==> src/rtl/alu_pkg.sv <==
// Shared ALU definitions: command encodings, widths, sequencer state encoding
// and the SLT result fix-up applied to a SUB result.
package alu_pkg;

  localparam int unsigned WIDTH = 32;
  localparam int unsigned CMD_W = 3;
  localparam int unsigned CNT_W = 8;

  typedef enum logic [CMD_W-1:0] {
    CMD_ADD  = 3'd0,
    CMD_SUB  = 3'd1,
    CMD_XOR  = 3'd2,
    CMD_SLT  = 3'd3,
    CMD_AND  = 3'd4,
    CMD_NAND = 3'd5,
    CMD_NOR  = 3'd6,
    CMD_OR   = 3'd7
  } alu_cmd_e;

  typedef enum logic [1:0] {
    ST_IDLE    = 2'd0,
    ST_SETTLE  = 2'd1,
    ST_RESPOND = 2'd2
  } seq_state_e;

  typedef struct packed {
    logic [WIDTH-1:0] result;
    logic             carry;
    logic             overflow;
    logic             zero;
  } alu_flags_t;

  // The ALU has no SLT op; it runs SUB and the signed less-than is sign XOR overflow.
  function automatic logic [CMD_W-1:0] alu_select(input logic [CMD_W-1:0] cmd);
    return (cmd == CMD_SLT) ? CMD_SUB : cmd;
  endfunction

  function automatic alu_flags_t slt_fixup(input alu_flags_t raw);
    alu_flags_t f;
    logic       lt;
    lt         = raw.result[WIDTH-1] ^ raw.overflow;
    f.result   = {{(WIDTH-1){1'b0}}, lt};
    f.carry    = 1'b0;
    f.overflow = 1'b0;
    f.zero     = ~lt;
    return f;
  endfunction

endpackage

==> src/rtl/alu_sequencer_if.sv <==
// Request, response and ALU-facing signals of the ALU sequencer.
interface alu_sequencer_if;
  import alu_pkg::*;

  logic             req_valid;
  logic             req_ready;
  logic [WIDTH-1:0] req_a;
  logic [WIDTH-1:0] req_b;
  logic [CMD_W-1:0] req_cmd;

  logic [WIDTH-1:0] alu_a;
  logic [WIDTH-1:0] alu_b;
  logic [CMD_W-1:0] alu_selector;
  logic [WIDTH-1:0] alu_result;
  logic             alu_carry;
  logic             alu_overflow;
  logic             alu_zero;

  logic             rsp_valid;
  logic             rsp_ready;
  logic [WIDTH-1:0] rsp_result;
  logic             rsp_carry;
  logic             rsp_overflow;
  logic             rsp_zero;
  logic [CMD_W-1:0] rsp_cmd;

  modport master (
    output req_valid, req_a, req_b, req_cmd, rsp_ready,
           alu_result, alu_carry, alu_overflow, alu_zero,
    input  req_ready, alu_a, alu_b, alu_selector,
           rsp_valid, rsp_result, rsp_carry, rsp_overflow, rsp_zero, rsp_cmd
  );

  modport slave (
    input  req_valid, req_a, req_b, req_cmd, rsp_ready,
           alu_result, alu_carry, alu_overflow, alu_zero,
    output req_ready, alu_a, alu_b, alu_selector,
           rsp_valid, rsp_result, rsp_carry, rsp_overflow, rsp_zero, rsp_cmd
  );

endinterface

==> src/rtl/settle_timer.sv <==
// Loadable down-counter; tc_c flags the last settle cycle (count == 1).
module settle_timer #(
  parameter int unsigned CNT_W = 8
) (
  input  logic             clk,
  input  logic             reset,
  input  logic             load,
  input  logic [CNT_W-1:0] load_val,
  input  logic             dec,
  output logic             tc_c
);

  logic [CNT_W-1:0] cnt_q;

  always_ff @(posedge clk) begin
    if (reset) begin
      cnt_q <= '0;
    end else if (load) begin
      cnt_q <= load_val;
    end else if (dec && (cnt_q != '0)) begin
      cnt_q <= cnt_q - CNT_W'(1);
    end
  end

  assign tc_c = (cnt_q == CNT_W'(1));

endmodule

==> src/rtl/alu_sequencer.sv <==
// Single-outstanding ALU sequencer: drives operands to an external ALU, waits
// SETTLE_CYCLES, captures the result (with SLT fix-up) and hands it back.
module alu_sequencer
  import alu_pkg::*;
#(
  parameter int unsigned SETTLE_CYCLES = 4,
  parameter int unsigned WIDTH         = alu_pkg::WIDTH
) (
  input logic            clk,
  input logic            reset,
  alu_sequencer_if.slave bus
);

  seq_state_e       state_q, state_d;
  logic             accept, capture, rsp_done, tc_c;
  logic [WIDTH-1:0] a_q, b_q;
  logic [CMD_W-1:0] sel_q, cmd_q;
  logic             rsp_valid_q;
  alu_flags_t       rsp_q, alu_raw, rsp_d;

  settle_timer #(.CNT_W(CNT_W)) u_timer (
    .clk      (clk),
    .reset    (reset),
    .load     (accept),
    .load_val (CNT_W'(SETTLE_CYCLES)),
    .dec      (state_q == ST_SETTLE),
    .tc_c     (tc_c)
  );

  // Next state and the one-cycle control strobes.
  always_comb begin
    state_d  = state_q;
    accept   = 1'b0;
    capture  = 1'b0;
    rsp_done = 1'b0;
    case (state_q)
      ST_IDLE: begin
        if (bus.req_valid) begin
          accept  = 1'b1;
          state_d = ST_SETTLE;
        end
      end
      ST_SETTLE: begin
        if (tc_c) begin
          capture = 1'b1;
          state_d = ST_RESPOND;
        end
      end
      ST_RESPOND: begin
        if (bus.rsp_ready) begin
          rsp_done = 1'b1;
          state_d  = ST_IDLE;
        end
      end
      default: state_d = ST_IDLE;
    endcase
  end

  always_comb begin
    alu_raw.result   = bus.alu_result;
    alu_raw.carry    = bus.alu_carry;
    alu_raw.overflow = bus.alu_overflow;
    alu_raw.zero     = bus.alu_zero;
    rsp_d            = (cmd_q == CMD_SLT) ? slt_fixup(alu_raw) : alu_raw;
  end

  always_ff @(posedge clk) begin
    if (reset) begin
      state_q     <= ST_IDLE;
      a_q         <= '0;
      b_q         <= '0;
      sel_q       <= '0;
      cmd_q       <= '0;
      rsp_q       <= '0;
      rsp_valid_q <= 1'b0;
    end else begin
      state_q <= state_d;
      if (accept) begin
        a_q   <= bus.req_a;
        b_q   <= bus.req_b;
        cmd_q <= bus.req_cmd;
        sel_q <= alu_select(bus.req_cmd);
      end
      if (capture) begin
        rsp_q       <= rsp_d;
        rsp_valid_q <= 1'b1;
      end else if (rsp_done) begin
        rsp_valid_q <= 1'b0;
      end
    end
  end

  assign bus.req_ready    = (state_q == ST_IDLE) && !reset;
  assign bus.alu_a        = a_q;
  assign bus.alu_b        = b_q;
  assign bus.alu_selector = sel_q;
  assign bus.rsp_valid    = rsp_valid_q;
  assign bus.rsp_result   = rsp_q.result;
  assign bus.rsp_carry    = rsp_q.carry;
  assign bus.rsp_overflow = rsp_q.overflow;
  assign bus.rsp_zero     = rsp_q.zero;
  assign bus.rsp_cmd      = cmd_q;

endmodule

==> src/flat_wrapper.sv <==
// flat-port wrapper written by rule: the top's interface ports become plain ports
module alu_sequencer_flat import alu_pkg::*;
#(
  parameter int unsigned SETTLE_CYCLES = 4,
  parameter int unsigned WIDTH         = alu_pkg::WIDTH
)
  (clk, reset, bus_req_valid, bus_req_a, bus_req_b, bus_req_cmd, bus_rsp_ready, bus_alu_result, bus_alu_carry, bus_alu_overflow, bus_alu_zero, bus_req_ready, bus_alu_a, bus_alu_b, bus_alu_selector, bus_rsp_valid, bus_rsp_result, bus_rsp_carry, bus_rsp_overflow, bus_rsp_zero, bus_rsp_cmd);
  alu_sequencer_if bus_i ();
  input logic clk;
  input logic reset;
  input wire logic [$bits(bus_i.req_valid)-1:0] bus_req_valid;
  input wire logic [$bits(bus_i.req_a)-1:0] bus_req_a;
  input wire logic [$bits(bus_i.req_b)-1:0] bus_req_b;
  input wire logic [$bits(bus_i.req_cmd)-1:0] bus_req_cmd;
  input wire logic [$bits(bus_i.rsp_ready)-1:0] bus_rsp_ready;
  input wire logic [$bits(bus_i.alu_result)-1:0] bus_alu_result;
  input wire logic [$bits(bus_i.alu_carry)-1:0] bus_alu_carry;
  input wire logic [$bits(bus_i.alu_overflow)-1:0] bus_alu_overflow;
  input wire logic [$bits(bus_i.alu_zero)-1:0] bus_alu_zero;
  output wire logic [$bits(bus_i.req_ready)-1:0] bus_req_ready;
  output wire logic [$bits(bus_i.alu_a)-1:0] bus_alu_a;
  output wire logic [$bits(bus_i.alu_b)-1:0] bus_alu_b;
  output wire logic [$bits(bus_i.alu_selector)-1:0] bus_alu_selector;
  output wire logic [$bits(bus_i.rsp_valid)-1:0] bus_rsp_valid;
  output wire logic [$bits(bus_i.rsp_result)-1:0] bus_rsp_result;
  output wire logic [$bits(bus_i.rsp_carry)-1:0] bus_rsp_carry;
  output wire logic [$bits(bus_i.rsp_overflow)-1:0] bus_rsp_overflow;
  output wire logic [$bits(bus_i.rsp_zero)-1:0] bus_rsp_zero;
  output wire logic [$bits(bus_i.rsp_cmd)-1:0] bus_rsp_cmd;
  assign bus_i.req_valid = bus_req_valid;
  assign bus_i.req_a = bus_req_a;
  assign bus_i.req_b = bus_req_b;
  assign bus_i.req_cmd = bus_req_cmd;
  assign bus_i.rsp_ready = bus_rsp_ready;
  assign bus_i.alu_result = bus_alu_result;
  assign bus_i.alu_carry = bus_alu_carry;
  assign bus_i.alu_overflow = bus_alu_overflow;
  assign bus_i.alu_zero = bus_alu_zero;
  assign bus_req_ready = bus_i.req_ready;
  assign bus_alu_a = bus_i.alu_a;
  assign bus_alu_b = bus_i.alu_b;
  assign bus_alu_selector = bus_i.alu_selector;
  assign bus_rsp_valid = bus_i.rsp_valid;
  assign bus_rsp_result = bus_i.rsp_result;
  assign bus_rsp_carry = bus_i.rsp_carry;
  assign bus_rsp_overflow = bus_i.rsp_overflow;
  assign bus_rsp_zero = bus_i.rsp_zero;
  assign bus_rsp_cmd = bus_i.rsp_cmd;
  alu_sequencer #(.SETTLE_CYCLES(SETTLE_CYCLES), .WIDTH(WIDTH)) u_core (.clk(clk), .reset(reset), .bus(bus_i));
endmodule
==> config.mk <==
export PLATFORM = sky130hd
export DESIGN_NAME = alu_sequencer_flat
export DESIGN_NICKNAME = d
export VERILOG_FILES = /design/src/rtl/alu_pkg.sv /design/src/rtl/alu_sequencer_if.sv /design/src/rtl/settle_timer.sv /design/src/rtl/alu_sequencer.sv /design/src/flat_wrapper.sv
export SDC_FILE = /design/constraint.sdc
export NUM_CORES = 1
export LEC_CHECK = 0
export CAP_MARGIN = 20
export CORE_MARGIN = 10
export CORE_UTILIZATION = 45
export DETAILED_ROUTE_END_ITERATION = 10
export HOLD_SLACK_MARGIN = 0.08
export PLACE_DENSITY_LB_ADDON = 0.25
export SETUP_SLACK_MARGIN = 0.15
export SLEW_MARGIN = 15
export SYNTH_ARGS = -nofsm -noshare
export SYNTH_HDL_FRONTEND = slang
export SYNTH_SLANG_ARGS = --single-unit
export TNS_END_PERCENT = 5
==> constraint.sdc <==
create_clock -name clk -period 4.5 [get_ports clk]
set_clock_uncertainty 0.05 [all_clocks]
set_input_delay 1.35 -clock clk [delete_from_list [all_inputs] [get_ports clk]]
set_output_delay 1.35 -clock clk [all_outputs]
set_load 0.01 [all_outputs]
-- Yosys cells after proc, flatten, opt, wreduce, memory -nomap -nowiden
Cells that the tools add are included.
- register bits: 116
- input bits: 106
- output and inout port bits: 107
- logic and storage cells: 48
- add/sub/neg operators: 1
- equality and inequality tests: 8
- multiplexer cells: 16
- bitwise gates (word level): 2
- reduce and logical (&&, ||, !) cells: 9
- operators with widths (operator ; number):
    $mux 35 ; 1
    $mux 3 ; 3
    $eq 8x1->1 const B ; 1
    $mux 1 ; 8
    $reduce_bool 8->1 ; 1
    $sub 8x1->8 const B ; 1
    $eq 3x2->1 const B ; 2
    $mux 2 ; 3
    $pmux 2 s3 ; 1
    $ne 2x2->1 const B ; 2
    $reduce_bool 2->1 ; 2
    $reduce_and 3->1 ; 1
    $eq 2x1->1 const B ; 1
    $eq 2x2->1 const B ; 1
    $logic_and 1x1->1 ; 2
    $logic_not 2->1 ; 1
    $ne 2x1->1 const B ; 1
    $reduce_or 2->1 ; 1
    $logic_not 1->1 ; 1
    $not 1->1 ; 1
    $xor 1x1->1 ; 1

-- Depth between registers and ports, before layout
Gate-level depths: netlist of the first run.
- depth in word-level cells: 4
- mapped depth: 7
- mapped depth without buffers: 5

-- By module
From an unflattened synthesis of the first run, not the netlist that was laid out.
- cells, all modules: 538
- area total of the unflattened synthesis: 4350.4 µm²
- modules (own cells, without submodules) (module ; times used ; cells each ; area each (µm²) ; sequential area each (µm²)):
    alu_sequencer ; 1 ; 479 ; 3826.2 ; 2162.1
    settle_timer ; 1 ; 59 ; 524.3 ; 160.2

-- Worst setup path before layout of the first run
Ideal clock, no wire load.
- path kind: input to output
- start point: input reset
- end point: output bus_req_ready
- data arrival time: 1.990 ns
- required time: 3.100 ns
- slack: 1.110 ns
- cell stages on the path: 3
- path buffers: 2
- cells stage by stage: clkbuf_1 -> clkbuf_1 -> nor3_1
- cells in the longest elaborated chain, start to end: 2
- ends and longest elaborated chain (what ; RTL line ; source):
    start: declaration ; flat_wrapper.sv:10 ; input logic reset;
    $logic_not 1->1 ; alu_sequencer.sv:93 ; assign bus.req_ready = (state_q == ST_IDLE) && !reset;
    $logic_and 1x1->1 ; alu_sequencer.sv:93 ;
    end: declaration ; flat_wrapper.sv:20 ; output wire logic [$bits(bus_i.req_ready)-1:0] bus_req_ready;
Every way passes these cells.

-- Final worst setup path of the first run
Same ends and word-level chain as after synthesis.

==> results of run 1 <==
## cells by family after synthesis
| kind of cell | after synthesis |
|---|---|
| and+or+nand+nor | 174 |
| AOI/OAI and AO/OA | 153 |
| DFF | 116 |
| buffers and inverters | 91 |
| muxes | 8 |
| adders and majority gates | 3 |
| xor gates and xnor gates | 1 |
## worst max-delay path, stage by stage
cell and delay, ns:
buf_4 0.12, nor3_1 0.12, clkdlybuf4s50_1 0.61
## routing by layer
metal	wire length, µm	part of all wire (%)
met5	0	0
met2	7300	48
met3	1750	12
met4	126	0.83
met1	5990	39
## where the power goes
| group | internal, mW | leakage [nW] | switching [mW] |
|---|---|---|---|
| combinational | 0.222 | 1.46 | 0.222 |
| clock | 0.667 | 0.245 | 0.432 |
| sequential | 1.08 | 0.946 | 0.0327 |
| total | 1.97 | 2.65 | 0.687 |
## cells in the mapped netlist, types with 2 or more instances
master	n
nand2_1	137
dfxtp_1	116
a21oi_1	73
inv_1	40
a311oi_1	33
a31o_2	32
clkbuf_1	26
buf_2	19
nand3_1	6
nor3_1	6
mux2i_1	5
buf_4	3
ha_1	3
mux2_2	3
nor3b_1	3
o21ai_0	3
or3_1	3
or4_1	3
a211oi_1	2
a31oi_1	2
buf_1	2
nand2b_1	2
nand3b_1	2
nand4_1	2
nor2_1	2
## worst paths after layout
path	end	cells past startpoint	slack, ns	start
setup / recovery	bus_req_ready	3	0.90	reset
hold / removal	u_core.bus.alu_selector[1]	2	0.40	u_core.bus.alu_selector[1]
setup reg to reg	u_core.bus.rsp_result[3]	7	2.18	u_core.u_timer.cnt_q[1]
hold reg to reg	u_core.bus.alu_selector[1]	2	0.40	u_core.bus.alu_selector[1]
## stage by stage
step / cells / worst slack, ns / utilization, %
floorplan: 546 / 1.11 / -
global placement: 850 / 0.879 / 66.5
detailed placement: 851 / 0.873 / 66.8
CTS: 879 / 0.891 / 71.4
global route: 880 / 0.878 / 71.7
finish: 880 / 0.904 / 71.7
## final cells by class
| cell class | count | area, µm² |
|---|---|---|
| sequential | 116 | 2320 |
| clock inverter | 8 | 40.0 |
| tap | 136 | 170 |
| multi-input combinational | 339 | 1960 |
| inverter | 40 | 150 |
| fill | 790 | 2880 |
| clock buffer | 20 | 435 |
| timing repair buffer | 221 | 2230 |
## sequential cells by signal (all words and copies together), names as in the netlist, 2 cells and up
| signal | count |
|---|---|
| u_core.u_timer.cnt_q | 8 |
| u_core.bus.rsp_cmd | 3 |
| u_core.state_q | 2 |
| u_core.bus.alu_a | 32 |
| u_core.bus.alu_b | 32 |
| u_core.bus.alu_selector | 3 |
| u_core.bus.rsp_result | 32 |
==> flow_summary.toml, run 1 <==
[critical_path]
required_ns = 3.10
worstSetupEndpointType = "primary output"
cp-start-kind = "primary input"
worstPathArrival_ns = 2.20
path_max_fanout = 3
criticalPathCategory = "in2out"

[clocking]
cts-resized-gates = 0
clkTransAtPathRegs_ns = 0.05
htreeDepth = 4
clockBufferDepth = 2
hold_buffers = 0
tritoncts = "yes"
clk_latency_ns = 0.50
postCtsSetupRepairBufs = 0
cts.sinks = 116
cts-root-buf = "clkbuf_8"
cts_made_buffers = 17

[yosys]
syn-num-nets = 655
synth-simple-area-share_pct = 16.4
synth_top_family_by_area = "compound AO/OA/AOI/OAI gates"
ys_seq_area_share_pct = 49.9
synth_area_leaders = "dfxtp_1 (50%), nand2_1 (11%), a21oi_1 (7.9%), a311oi_1 (6.2%), a31o_2 (6.0%)"
synthArstFlopShare_pct = 0
synth_compound_area_share_pct = 22.6
yosys.area.top_type = "dfxtp_1"
syn_avg_cell_area_um2 = 8.52
synthDistinctLibCells = 43
synthMuxAreaShare_pct = 1.80
synth_flop_cell = "dfxtp_1"
yosys_warnings = 0
syn_area_um2 = 4650
synth_top_area_share_pct = 49.9
synth_fa_ha_area_share_pct = 0.807
synth-seq-cells = 116
synth_xor_area_share_pct = 0.188
synth-edff-count = 0
syn_inst = 546

[die]
ios = 213
fp-row-count = 37
chipWidth_um = 122
dieHeight_um = 122
die_area_um2 = 14800
initial_core_util_pct = 45.7
core_um2 = 10200

[routing]
avgRoutedWirePerCell_um = 17.2
routed_wl_mm = 15.2
drt_iter0_markers = 253
drcViolationCount = 0
viasPerCell = 5.21
ant_nets = 0
firstDrtPassIters = 4
vias = 4588

[layout]
final_cell_mix = "clkdlybuf4s50_1 (211), nand2_1 (137), dfxtp_1 (116)"
final_common_cell = "clkdlybuf4s50_1"
syn_to_final_growth_pct = 57.0
drive_gt1_share_pct = 10.5
antenna_cells = 0
final_cell_area_um2 = 7300
nets = 844

[placed_design]
detailed_place.area_um2 = 6800
gp_congestion = 0.765
portBuffers = 212
hpwl_mm = 10.5

[global_route]
grt_pass1_wl_mm = 23.5
grt.busiest_layer = "met2"
grt_pass1_vias = 4582
grt_util_met1_pct = 20.9
grt_remaining_overflow = 0
globalRouteMet2Util_pct = 32.6
track_usage_pct = 19.6
grtUsageMet3_pct = 10.8
grt_max_degree = 118
antenna_found_initial = 0

[timing]
max_freq_mhz = 278
setup_tns_ns = 0
holdWs_ns = 0.401
rsz0062_at_grt = "false"
setup_violations = 0
slew_headroom_pct = 30.8
fin_crit_ns = 3.60
tightestPinTransition_ns = 1.04
finalHoldViolCount = 0
finalMaxSlewViolations = 0
fin_crit_sh_pct = 79.9

[hold_path]
hold_class = "reg2reg"

[job]
drv_cap = 0

[power_and_ir_drop]
p_per_area_nw_per_um2 = 363
peakVddDrop_uv = 267
leakage_nw = 2.65
power_mw = 2.65

[status]
status = "finished clean"
Power figures use the tool's default switching activity.
==> run 2, diff against run 1 <==
- CORE_UTILIZATION: 45 -> 37
- clock period: 4.5 -> 3 ns (I/O delays scaled with it)
==> run 2 against run 1 <==
  * Non-clock buffer count is 1 higher
  * Via count is 0.76% higher
  * Register-to-register slack worse by 1.3 ns
  * Sequential share of layout area is 0.70 points lower
  * Combinational power is 51% higher
  * Power is 66% higher
==> flow_summary.toml, run 2 (same netlist as run 1, synthesis figures left out) <==
[status]
status = "finished clean"

[layout]
final_util_pct = 61.4
final_cell_mix = "clkdlybuf4s50_1 (210), nand2_1 (137), dfxtp_1 (116)"
syn_to_final_growth_pct = 60.5
final_common_cell = "clkdlybuf4s50_1"
antenna_cells = 0
drive_gt1_share_pct = 11.1
nets = 845

[critical_path]
cp.buffers_inverters = 2
criticalPathCategory = "in2out"
max_stage_delay_ns = 0.21
cp-start-kind = "primary input"
path_cells = "buf_4 -> nor3_1 -> dlymetal6s2s_1"
path_max_fanout = 3
required_ns = 2.05
critical_path.slowest_cell = "nor3_1"
worstSetupEndpointType = "primary output"
critical_path.top_delay_family = "buffers and inverters"
worstPathArrival_ns = 1.45

[global_route]
grt_pass1_wl_mm = 24.3
antenna_found_initial = 0
grt_remaining_overflow = 0
track_usage_pct = 16.9
grt_max_degree = 118
grt_pass1_vias = 4680

[die]
fp-row-count = 40
core_um2 = 12200
dieHeight_um = 132
ios = 213
initial_core_util_pct = 38.3
die_area_um2 = 17500
chipWidth_um = 132

[timing]
setup_violations = 0
finalMaxSlewViolations = 0
slew_headroom_pct = 40.3
rsz0062_at_grt = "false"
setup_tns_ns = 0
max_freq_mhz = 416
finalHoldViolCount = 0
tightestPinTransition_ns = 0.895
fin_crit_ns = 2.40
fin_crit_sh_pct = 80.1

[power_and_ir_drop]
p_per_area_nw_per_um2 = 591
peakVddDrop_uv = 375
leakage_nw = 2.71

[placed_design]
gp_congestion = 0.737
hpwl_mm = 10.5
portBuffers = 212

[clocking]
cts.sinks = 116
tritoncts = "yes"
htreeDepth = 4
cts-root-buf = "clkbuf_16"
cts_made_buffers = 17
clkTransAtPathRegs_ns = 0.05
clockBufferDepth = 2
postCtsSetupRepairBufs = 0
clk_latency_ns = 0.41

[routing]
ant_nets = 0
viasPerCell = 5.04
vias = 4623
avgRoutedWirePerCell_um = 16.7
drt_iter0_markers = 266
firstDrtPassIters = 4
routed_wl_mm = 15.3
drcViolationCount = 0

[job]
drv_cap = 0

[hold_path]
hold_class = "reg2reg"
## run 2: layout make-up
type	count	area, µm²
fillers	1085	4690
flip-flops and latches	116	2320
repair buffers	222	2210
multi-input cells	339	1960
clock buffers	23	488
well taps	168	210
inverters	40	150
clock inverters	9	125
## run 2: path summary, 6_finish.rpt
| path | startpoint | endpoint | slack (ns) | cells after the start |
|---|---|---|---|---|
| worst max-delay path | reset | bus_req_ready | 0.60 | 3 |
| worst min-delay path | u_core.bus.alu_a[1] | u_core.bus.alu_a[1] | 0.40 | 2 |
| worst max register to register | u_core.u_timer.cnt_q[1] | u_core.bus.rsp_zero | 0.92 | 7 |
| worst min register to register | u_core.bus.alu_a[1] | u_core.bus.alu_a[1] | 0.40 | 2 |
## run 2: per-stage QoR
step	worst slack [ns]	cells	cell area [µm²]	total power [mW]	hold slack (ns)
2_1_floorplan	0.510	546	4650	2.01	0.422
3_3_place_gp	0.154	885	6850	2.35	0.391
3_5_place_dp	0.168	885	6850	2.37	0.396
4_1_cts	0.152	917	7460	4.45	0.404
5_1_grt	0.537	917	7470	4.59	0.420
6_report	0.598	917	7470	4.41	0.402
## run 2: worst min-delay path: cells and delay by family (launching register included)
| family | cells | cell delay [ns] |
|---|---|---|
| flops | 1 | 0.30 |
| simple gates | 1 | 0.05 |
| compound gates | 1 | 0.05 |
## run 2: repair_timing
action	4_1_cts	5_1_grt
gates resized for setup	0	1
hold buffers	0	0
setup endpoints to repair	0	1
## run 2: layer usage
layer,global-route usage [%],part of all wire [%],vias up
met5,0,0,-
li1,-,-,2266
met4,5.32,0.90,0
met2,28.2,49,161
met1,18.5,41,2186
met3,8.16,9.0,10
## run 2: report_power, final
group / total, mW / switching (mW) / internal, mW
Sequential: 1.67 / 0.0478 / 1.62
Clock: 2.08 / 0.692 / 1.39
Combinational: 0.669 / 0.332 / 0.336
==> run 3, diff against run 2 <==
- CORE_UTILIZATION: 37 -> 41
- clock period: 3 -> 2.3 ns (I/O delays scaled with it)
==> run 3 against run 2 <==
  * Non-clock buffer count grew 9
  * Core utilization up 6.6 points
  * Clock-buffer cell count is 3 lower
  * Sequential cell count unchanged
  * Hold slack about the same
  * Critical endpoint unchanged
==> flow_summary.toml, run 3 (same netlist as run 1, synthesis figures left out) <==
[critical_path]
cp.buffers_inverters = 2
cp-start-kind = "primary input"
path_cells = "buf_4 -> nor3_1 -> dlygate4sd2_1"
path_max_fanout = 2
max_stage_delay_ns = 0.32
critical_path.top_delay_family = "buffers and inverters"
worstPathArrival_ns = 1.35
criticalPathCategory = "in2out"
worstSetupEndpointType = "primary output"
critical_path.slowest_cell = "dlygate4sd2_1"
required_ns = 1.56

[die]
core_um2 = 11000
dieHeight_um = 127
chipWidth_um = 127
initial_core_util_pct = 42.4
die_area_um2 = 16000
fp-row-count = 38
ios = 213

[routing]
routed_wl_mm = 14.8
vias = 4542
drcViolationCount = 0
ant_nets = 0
avgRoutedWirePerCell_um = 16.5
firstDrtPassIters = 4
viasPerCell = 5.09
drt_iter0_markers = 333

[placed_design]
gp_congestion = 0.822
portBuffers = 212
post-place-ws_ns = -0.105
dp.cells = 866
hpwl_mm = 10.7

[timing]
fin_crit_ns = 2.09
finalMaxSlewViolations = 0
slew_headroom_pct = 61.9
max_freq_mhz = 478
rsz0062_at_grt = "false"
setup_violations = 0
fin_crit_sh_pct = 90.9
tightestPinTransition_ns = 0.570
finalHoldViolCount = 0
setup_slack_ns = 0.210

[global_route]
grt_pass1_wl_mm = 23.4
grt_remaining_overflow = 0
antenna_found_initial = 0
grt_pass1_vias = 4549
track_usage_pct = 17.7
grt_max_degree = 92

[status]
status = "finished clean"

[hold_path]
hold_class = "reg2reg"

[power_and_ir_drop]
p_comb_share_pct = 16.3
swShare_pct = 24.0
leakage_nw = 2.74
p_int_mw = 4.18
p_per_area_nw_per_um2 = 737
p_sw_mw = 1.32
peakVddDrop_uv = 471
seq_power_share_pct = 39.4
clkPwrFrac_pct = 44.2

[layout]
final_cells = 893
syn_to_final_growth_pct = 60.6
nets = 854
final_cell_mix = "clkdlybuf4s50_1 (210), nand2_1 (137), dfxtp_1 (116)"
drive_gt1_share_pct = 11.6
final_util_pct = 68.0
antenna_cells = 0
final_common_cell = "clkdlybuf4s50_1"

[clocking]
cts.sinks = 116
clockBufferDepth = 2
clk_latency_ns = 0.40
tritoncts = "yes"
htreeDepth = 4
cts_made_buffers = 17
hold_buffers = 0
clkTransAtPathRegs_ns = 0.05
cts-root-buf = "clkbuf_16"

[job]
drv_cap = 0
[run 3: cell types whose count changed in the layout (fill, tap and decap cells not counted), sizes merged]
cell / previous run / this run
clkinvlp: 2 / 0
buf: 11 / 20
bufinv: 3 / 2
dlygate4sd2: 0 / 1
clkbuf: 23 / 20
clkinv: 4 / 5
dlymetal6s2s: 1 / 0
[run 3: routing by layer]
| metal | vias to the layer above | GRT usage (%) | wire, µm |
|---|---|---|---|
| met1 | 2099 | 19.7 | 5920 |
| met4 | 0 | 6.43 | 159 |
| li1 | 2277 | - | - |
| met3 | 8 | 10.0 | 1610 |
| met5 | - | 0 | 0 |
| met2 | 158 | 27.9 | 7080 |
[run 3: power groups by stage]
| stage | Clock [mW] | Combinational (mW) | Sequential, mW |
|---|---|---|---|
| 3_5_place_dp | 0 | 0.904 | 2.21 |
| 5_1_grt | 2.59 | 0.979 | 2.18 |
| 2_1_floorplan | 0 | 0.377 | 2.24 |
| 4_1_cts | 2.48 | 0.907 | 2.17 |
| 6_report | 2.43 | 0.899 | 2.17 |
| 3_3_place_gp | 0 | 0.884 | 2.20 |
[run 3: final timing paths]
check	slack [ns]	cells after the start	from	to
worst max register to register	0.38	5	u_core.u_timer.cnt_q[0]	u_core.u_timer.cnt_q[0]
worst min register to register	0.40	2	u_core.bus.alu_a[5]	u_core.bus.alu_a[5]
worst min-delay path	0.40	2	u_core.bus.alu_a[5]	u_core.bus.alu_a[5]
worst max-delay path	0.21	3	reset	bus_req_ready
[run 3: final cells by class]
| type | count | area, µm² |
|---|---|---|
| clock inverters | 7 | 85.1 |
| clock buffers | 20 | 457 |
| repair buffers | 231 | 2320 |
| fillers | 862 | 3510 |
| flip-flops and latches | 116 | 2320 |
| multi-input cells | 339 | 1960 |
| inverters | 40 | 150 |
| well taps | 140 | 175 |
[run 3: worst min-delay path, cell delays in order, from the launching register on]
cell,delay [ns]
dfxtp_1,0.30
nand2_1,0.05
a21oi_1,0.05
[run 3: stage by stage]
step                      instance area (µm²)  hold WS, ns  setup TNS [ns]  power (mW)
final                                    7470        0.402               0        5.50
after global routing                     7470        0.417               0        5.75
after CTS                                7470        0.403               0        5.56
after detailed placement                 6930        0.398          -0.412        3.11
after global placement                   6930        0.390          -0.112        3.09
after floorplan                          4650        0.422               0        2.62
[run 3: timing repair]
item	in CTS	in global routing
resized for setup	1	0
buffers inserted	0	0
endpoints found under the hold margin	0	0
endpoints found under the setup margin	1	0
